<file path="src/rtl/ai_player.sv">
// ai_player: computer opponent for player 1 (left side) of the multi-ball paddle game.
// Every cycle it picks the most urgent left-moving ball and the nearer of player 1's two
// paddles, then registers a move command with the same encoding as the human play1_M input.
//
// Ports:
//   clk, rst_n                 clock, asynchronous active-low reset
//   ballN_posx/posy, N=1..5    ball top-left position (signed pixels)
//   ballN_velx/vely, N=1..5    ball velocity; velx < 0 is toward player 1, vely unused
//   paddle1M_posx/posy, M=0,1  paddle top-left position; posx unused
//   action                     registered move command:
//                              0 hold, 1/2 paddle10 up/down, 3/4 paddle11 up/down
module ai_player #(
    parameter logic signed [10:0] PAD_HALF_H = 11'sd40,
    parameter logic signed [10:0] BALL_HALF  = 11'sd8,
    parameter logic signed [10:0] DEADBAND   = 11'sd6,
    parameter logic signed [10:0] HOME_Y     = 11'sd240
) (
    input  logic               clk,
    input  logic               rst_n,
    input  logic signed [10:0] ball1_posx,
    input  logic signed [10:0] ball1_posy,
    input  logic signed [10:0] ball1_velx,
    input  logic signed [10:0] ball1_vely,
    input  logic signed [10:0] ball2_posx,
    input  logic signed [10:0] ball2_posy,
    input  logic signed [10:0] ball2_velx,
    input  logic signed [10:0] ball2_vely,
    input  logic signed [10:0] ball3_posx,
    input  logic signed [10:0] ball3_posy,
    input  logic signed [10:0] ball3_velx,
    input  logic signed [10:0] ball3_vely,
    input  logic signed [10:0] ball4_posx,
    input  logic signed [10:0] ball4_posy,
    input  logic signed [10:0] ball4_velx,
    input  logic signed [10:0] ball4_vely,
    input  logic signed [10:0] ball5_posx,
    input  logic signed [10:0] ball5_posy,
    input  logic signed [10:0] ball5_velx,
    input  logic signed [10:0] ball5_vely,
    input  logic signed [10:0] paddle10_posx,
    input  logic signed [10:0] paddle10_posy,
    input  logic signed [10:0] paddle11_posx,
    input  logic signed [10:0] paddle11_posy,
    output logic [2:0]         action
);

    // Differences of two 12-bit values are kept at 13 bits so they never wrap.
    localparam logic signed [12:0] DB = 13'(DEADBAND);

    logic signed [10:0] posx [5];
    logic signed [10:0] posy [5];
    logic signed [10:0] velx [5];

    assign posx = '{ball1_posx, ball2_posx, ball3_posx, ball4_posx, ball5_posx};
    assign posy = '{ball1_posy, ball2_posy, ball3_posy, ball4_posy, ball5_posy};
    assign velx = '{ball1_velx, ball2_velx, ball3_velx, ball4_velx, ball5_velx};

    // Vertical ball velocity and paddle x positions play no part in the policy.
    logic unused_inputs;
    assign unused_inputs = ^{ball1_vely, ball2_vely, ball3_vely, ball4_vely, ball5_vely,
                             paddle10_posx, paddle11_posx};

    function automatic logic signed [12:0] abs13(input logic signed [12:0] v);
        return (v < 0) ? -v : v;
    endfunction

    logic               found;
    logic [2:0]         best_idx;
    logic signed [10:0] best_x;
    logic signed [12:0] ty;
    logic signed [12:0] c0;
    logic signed [12:0] c1;
    logic signed [12:0] d0;
    logic signed [12:0] d1;
    logic signed [12:0] err;
    logic               sel1;
    logic [2:0]         action_d;
    logic [2:0]         action_q;

    always_comb begin
        found    = 1'b0;
        best_idx = 3'd0;
        best_x   = '0;
        // Strict less-than keeps the lowest index on equal posx.
        for (int i = 0; i < 5; i++) begin
            if (velx[i] < 0 && posx[i] >= 0 && (!found || posx[i] < best_x)) begin
                found    = 1'b1;
                best_idx = 3'(i);
                best_x   = posx[i];
            end
        end

        ty = found ? 13'(posy[best_idx]) + 13'(BALL_HALF) : 13'(HOME_Y);
        c0 = 13'(paddle10_posy) + 13'(PAD_HALF_H);
        c1 = 13'(paddle11_posy) + 13'(PAD_HALF_H);
        d0 = abs13(ty - c0);
        d1 = abs13(ty - c1);
        // With nothing to chase, paddle10 alone goes home.
        sel1 = found && (d1 < d0);
        err  = ty - (sel1 ? c1 : c0);

        action_d = 3'd0;
        if (err < -DB) begin
            action_d = sel1 ? 3'd3 : 3'd1;
        end else if (err > DB) begin
            action_d = sel1 ? 3'd4 : 3'd2;
        end
    end

    always_ff @(posedge clk or negedge rst_n) begin
        if (!rst_n) begin
            action_q <= 3'd0;
        end else begin
            action_q <= action_d;
        end
    end

    assign action = action_q;

endmodule

</file>
<file path="config.mk">
export PLATFORM = sky130hd
export DESIGN_NAME = ai_player
export DESIGN_NICKNAME = d
export VERILOG_FILES = /design/src/rtl/ai_player.sv
export SDC_FILE = /design/constraint.sdc
export NUM_CORES = 1
export LEC_CHECK = 0
export CAP_MARGIN = 10
export CORE_AREA = 10 10 131 109
export DETAILED_ROUTE_END_ITERATION = 10
export DIE_AREA = 0 0 141 119
export PLACE_DENSITY_LB_ADDON = 0.15
export SLEW_MARGIN = 10
export SYNTH_ARGS = -nofsm -noshare
export SYNTH_HDL_FRONTEND = slang
export SYNTH_SLANG_ARGS = --single-unit
</file>
<file path="constraint.sdc">
create_clock -name clk -period 1 [get_ports clk]
set_clock_uncertainty 0.05 [all_clocks]
set_input_delay 0.2 -clock clk [delete_from_list [all_inputs] [get_ports clk]]
set_output_delay 0.2 -clock clk [all_outputs]
set_load 0.005 [all_outputs]
</file>
# Yosys cells after proc, flatten, opt, wreduce, memory -nomap -nowiden
# Index checks and enable logic that the tools add are counted.
dict set report totals {
  wordCells 72
  output_inout_bits 3
  input_bits 266
  regBits 3
}
dict set report classes {
  n_bitwise 1
  n_reduce_logical 18
  order_cmp 20
  mux 24
  add_sub_neg 8
}
# cell count
set ops {}
lappend ops {{$mux W11} 6}
lappend ops {{$ge A11 B1 Y1 const B} 5}
lappend ops {{$lt A11 B1 Y1 const B} 5}
lappend ops {{$mux W13} 4}
lappend ops {{$lt A11 B11 Y1} 4}
lappend ops {{$bmux W11 S3} 1}
lappend ops {{$lt A13 B1 Y1 const B} 2}
lappend ops {{$neg A13 Y13} 2}
lappend ops {{$sub A13 B12 Y13} 2}
lappend ops {{$add A11 B7 Y12 const B} 2}
lappend ops {{$mux W3} 6}
lappend ops {{$gt A13 B4 Y1 const B} 1}
lappend ops {{$lt A13 B13 Y1} 1}
lappend ops {{$lt A13 B4 Y1 const B} 1}
lappend ops {{$sub A13 B13 Y13} 1}
lappend ops {{$add A11 B5 Y12 const B} 1}
lappend ops {{$logic_and A1 B1 Y1} 10}
lappend ops {{$mux W1} 6}
lappend ops {{$ge A4 B4 Y1 const B} 1}
lappend ops {{$logic_not A1 Y1} 4}
lappend ops {{$logic_or A1 B1 Y1} 4}
lappend ops {{$not A3 Y4} 1}
lappend ops {{$mux W2} 1}

# Depth between registers and ports, before layout
dict set report depth {
  ltp_word 35
  mapped_depth 88
  depth_no_buf 77
}

# Worst setup path before layout
# Ideal clock, no wire load.
dict set report synth_path {
  kind {input port to flip-flop}
  startpoint {input port ball1_velx[10]}
  endpoint {register action_q[1], in the netlist action[1]}
  path_buffers 9
  t_arrival_ns 16.223
  stages 83
  path_slack_ns -15.408
  cell_sequence {nor2b_1 -> clkbuf_1 -> nand2_1 -> ha_1 -> a21oi_1 -> o21ai_0 -> a221o_2 -> a21oi_1 -> clkbuf_1 -> clkbuf_1 -> a21oi_1 -> ha_1 -> nand4_1 -> a211o_1 -> nor2_1 -> mux2i_1 -> a21o_1 -> nand2_1 -> [47 not listed] -> o21ai_0 -> a21oi_1 -> clkbuf_1 -> mux2_2 -> ha_1 -> fa_1 -> nor2b_1 -> o21ai_0 -> a21oi_1 -> o21ai_0 -> a21boi_0 -> o21ai_0 -> a21oi_1 -> o21a_1 -> o21ai_0 -> o31a_1 -> nor4_1 -> o22ai_1}
}
dict set report synth_between {
  elab_chain_cells 35
  elab_cells_between_ends 55
}
# element line
set synth_rtl {}
lappend synth_rtl {{start: declaration} 22} ;# input logic signed [10:0] ball1_velx,
lappend synth_rtl {{$lt A11 B1 Y1 *} 86} ;# if (velx[i] < 0 && posx[i] >= 0 && (!found || posx[i] < best_x)) begin
lappend synth_rtl {{$logic_and A1 B1 Y1 *} 86}
lappend synth_rtl {{$mux W11 / $mux W1 (equally long branches)} 86}
lappend synth_rtl {{$lt A11 B11 Y1 / $logic_not A1 Y1 (equally long branches)} 86}
lappend synth_rtl {{$logic_or A1 B1 Y1} 86}
lappend synth_rtl {{$logic_and A1 B1 Y1} 86}
lappend synth_rtl {{$mux W11 / $mux W1 (equally long branches)} 86}
lappend synth_rtl {{$lt A11 B11 Y1 / $logic_not A1 Y1 (equally long branches)} 86}
lappend synth_rtl {{[20 not listed]} -}
lappend synth_rtl {{$lt A13 B13 Y1} 99} ;# sel1 = found && (d1 < d0);
lappend synth_rtl {{$logic_and A1 B1 Y1} 99}
lappend synth_rtl {{$mux W13} 100} ;# err = ty - (sel1 ? c1 : c0);
lappend synth_rtl {{$sub A13 B13 Y13} 100}
lappend synth_rtl {{$gt A13 B4 Y1} 105} ;# end else if (err > DB) begin
lappend synth_rtl {{$mux W3} 105}
lappend synth_rtl {{$mux W3 *} 103} ;# if (err < -DB) begin
lappend synth_rtl {{named net action_d[1]} 77} ;# logic [2:0] action_d;
lappend synth_rtl {{end signal: assignment} 114} ;# action_q <= action_d;
lappend synth_rtl {{end: declaration} 78} ;# logic [2:0] action_q;
# Mark *: on every way through the listed nets, which the timed path passes. The rest lies on a longest branch. The select of a mux whose other input is x is not followed.

# Final worst setup path
# Ends and elaborated chain as after synthesis.

==> reports/results.md <==
| Item | Reported | Unit |
| --- | --- | --- |
| Type of element capturing the critical path | flip-flop | - |
| Net count, final | 1525 | - |
| Req. time, crit path | 1.04 | ns |
| Clock tree from TritonCTS | yes | - |
| Count of flip-flops with a built-in enable after synthesis | 0 | - |
| First-pass iteration count of the detailed router | 6 | - |
| Seq/Total Area, Yosys | 1.52 | % |
| Most common library cell in the layout ignoring fill and taps | buf_4 | - |
| Post-synth top flop | dfrtp_1 | - |
| Status | finished with violations | - |
| Area Overhead vs Synth | 107 | % |
| CP delay by family, top | compound AO/OA/AOI/OAI gates | - |
| Category of the critical setup timing path | input pin to flip-flop | - |
| GR Util met3 | 4.96 | % |
| Worst setup path endpoint | action[1] | - |
| Met1 Resource Use GR | 35.3 | % |
| Vias | 7754 | - |
| Met2 usage | 46.1 | % |
| Clock buffers created by TritonCTS | 3 | - |
| Critical path data arrival time | 14.76 | ns |
| Post-DRT Antenna Nets | 0 | - |
| Kind of path behind the tightest hold check | input pin to async pin | - |
| GRT overflow | 0 | - |
| Number of flip-flops in the largest register | 3 | - |
| Number of standard cells after synthesis | 709 | - |
| Actual transition at the worst max-transition pin | 0.992 | ns |
| Final cycle utilization of the critical path | 1470 | % |
| Area inside the core boundary | 11800 | µm² |
| Antenna fix cells | 0 | - |
| Most Frequent Cell on Critical Path | buf_4 | - |
| Post-detailed-route wirelength per cell | 20.8 | µm |
| DRC errors left | 0 | - |
| Number of warnings printed during yosys synthesis | 0 | - |
| First-pass GRT wire length | 38800 | µm |
| Setup WS pre-CTS | -14.10 | ns |
| Final critical path time including I/O delays and setup | 14.73 | ns |
| Highest-delay cell along the critical path | or4_1 | - |
| Number of top-level pins | 269 | - |
| Startpoint type of the worst setup path | input pin | - |
| WP depth | 78 | - |
| Number of placement rows | 36 | - |
| Critical path origin | ball1_velx[10] | - |
| Failing checks | negative setup slack | - |
| Routing layer with the top usage in global route | met2 | - |
| Final total negative setup slack | -40.97 | ns |
| Most frequent cells in the layout | 302 x buf_4, 119 x clkdlybuf4s50_1, 64 x ha_1, 61 x nor2_1, 51 x nand2_1 | - |
| Unrepaired setup endpoints after global routing | yes | - |
| Global Route Usage Sum | 27.4 | % |
| Wire length reported by the detailed router | 27300 | µm |
| Hold Slack | 0.119 | ns |
| Area of the mapped netlist | 4940 | µm² |
| Tightest slew margin relative to the limit | 33.7 | % |
| Number of antenna violations at the first check in global routing | 0 | - |
| Crit-path max FO | 8 | - |
| Fraction of layout cells with a size suffix above 1 | 45.5 | % |
| Die Y | 119 | µm |
| Initial core utilization | 41.9 | % |
| Synth unique cells | 69 | - |
| Final cell count without fillers | 1314 | - |
| Max H-tree Level | 1 | - |
| Synthesis-stage register bit count | 3 | - |
| Routability cong. | 0.973 | - |
| Vias per cell | 5.90 | - |
| Horizontal die dimension | 141 | µm |
| Clk sink count | 3 | - |
| Via count of the first global-routing pass | 7647 | - |
| Hold Fails Final Rpt | 0 | - |
| Detailed-placement wirelength estimate | 18200 | µm |
| Count of final setup violators | 3 | - |
| Max IR drop VDD | 2.15 | mV |
| Clock buffer depth | 2 | - |
| Fin. max-slew vios | 0 | - |
| Max-capacitance violation count | 0 | - |
| DIE AREA | 16800 | µm² |
| Share of flip-flops with an asynchronous set or reset after synthesis | 100 | % |
| Final core utilization | 86.8 | % |
| Maximum operating frequency | 0.0679 | GHz |
| Buffers plus inverters on the worst setup path | 14 | - |
| Pwr Density | 2610 | nW/µm² |
| Number of placed instances, taps included | 1213 | - |
| Fin worst setup slack | -13.73 | ns |
| Synth Area per Inst | 6.97 | µm² |
| Violation count after the first detailed-routing iteration | 746 | - |
| Cell chosen for the clock root | clkbuf_16 | - |
| Number of port buffers | 141 | - |
| Stage delay of the slowest cell on the critical path | 0.55 | ns |
| CTS clock-pin slew for the worst setup and hold paths | 0.03 | ns |
| Largest net degree at the start of global routing | 17 | - |
| Leakage power | 4.69 | nW |
[kinds of logic (layout without fill, tap and decap cells)]
logic type,after synthesis,after routing,share of synthesized area (%)
other,1,4,0.0759
flip-flops,3,3,1.52
adder cells (fa/ha/maj),96,96,24.8
multiplexers,31,31,6.58
XOR/XNOR,54,54,9.57
AO/OA/AOI/OAI,206,206,27.6
buffers and inverters,65,512,5.29
AND/OR/NAND/NOR,253,256,24.7
[cell type report]
cell class / count / area [µm²]
Sequential cell: 3 / 75.1
Clock buffer: 4 / 78.8
Timing Repair Buffer: 460 / 3890
Fill cell: 587 / 1560
Tap cell: 152 / 190
Inverter: 48 / 185
Multi-Input combinational cell: 647 / 5820
[worst min path at each step]
stage / slack (ns) / end / cells past startpoint / from
finish: 0.12 / action[1] / 1 / rst_n
global route: 0.14 / action[0] / 1 / rst_n
CTS: 0.11 / action[2] / 1 / rst_n
detailed placement: 0.35 / action[2] / 1 / rst_n
global placement: 0.34 / action[0] / 1 / rst_n
floorplan: -0.15 / action[0] / 0 / rst_n
[Yosys cell counts (4+ instances only)]
cell type	number	area [µm²]
a211oi_1	11	82.6
a21boi_0	4	30.0
a21o_1	24	180
a21oi_1	66	330
a31oi_1	6	37.5
and3_1	4	25.0
clkbuf_1	11	41.3
ha_1	93	1160
inv_1	48	180
mux2_2	12	135
mux2i_1	19	190
nand2_1	67	251
nand2b_1	21	131
nand3_1	17	85.1
nand3b_1	4	30.0
nand4_1	7	43.8
nor2_1	79	297
nor2b_1	17	106
nor3_1	13	65.1
o211ai_1	4	30.0
o21a_1	9	67.6
o21ai_0	34	170
o21ai_1	6	30.0
o21bai_1	5	37.5
or3_1	8	50.1
or4_1	4	30.0
xnor2_1	27	236
xor2_1	27	236
[repair_timing]
| item | in CTS | in global routing |
|---|---|---|
| gates cloned | 5 | 0 |
| hold buffers | 0 | 0 |
| buffers inserted | 71 | 26 |
| pin swaps | 115 | 64 |
| gates resized for setup | 172 | 75 |
| setup endpoints to repair | 6 | 3 |
[through the flow]
stage	area, µm²	total power (W)
2_1_floorplan	5310	0.0119
3_3_place_gp	8450	0.0180
3_5_place_dp	8450	0.0186
4_1_cts	9680	0.0230
5_1_grt	10200	0.0283
6_report	10200	0.0267
[report_power, final]
group          total, W  internal [W]  switching, W
combinational    0.0258        0.0130        0.0128
sequential     0.000229      0.000212     0.0000172
clock          0.000656      0.000528      0.000128
[routing by layer]
metal | wire length, µm | vias up
li1 | - | 3486
met1 | 10800 | 3659
met2 | 13000 | 502
met3 | 2480 | 107
met4 | 1030 | 0
met5 | 0 | -
No activity file was read; power rests on OpenSTA's default activity.
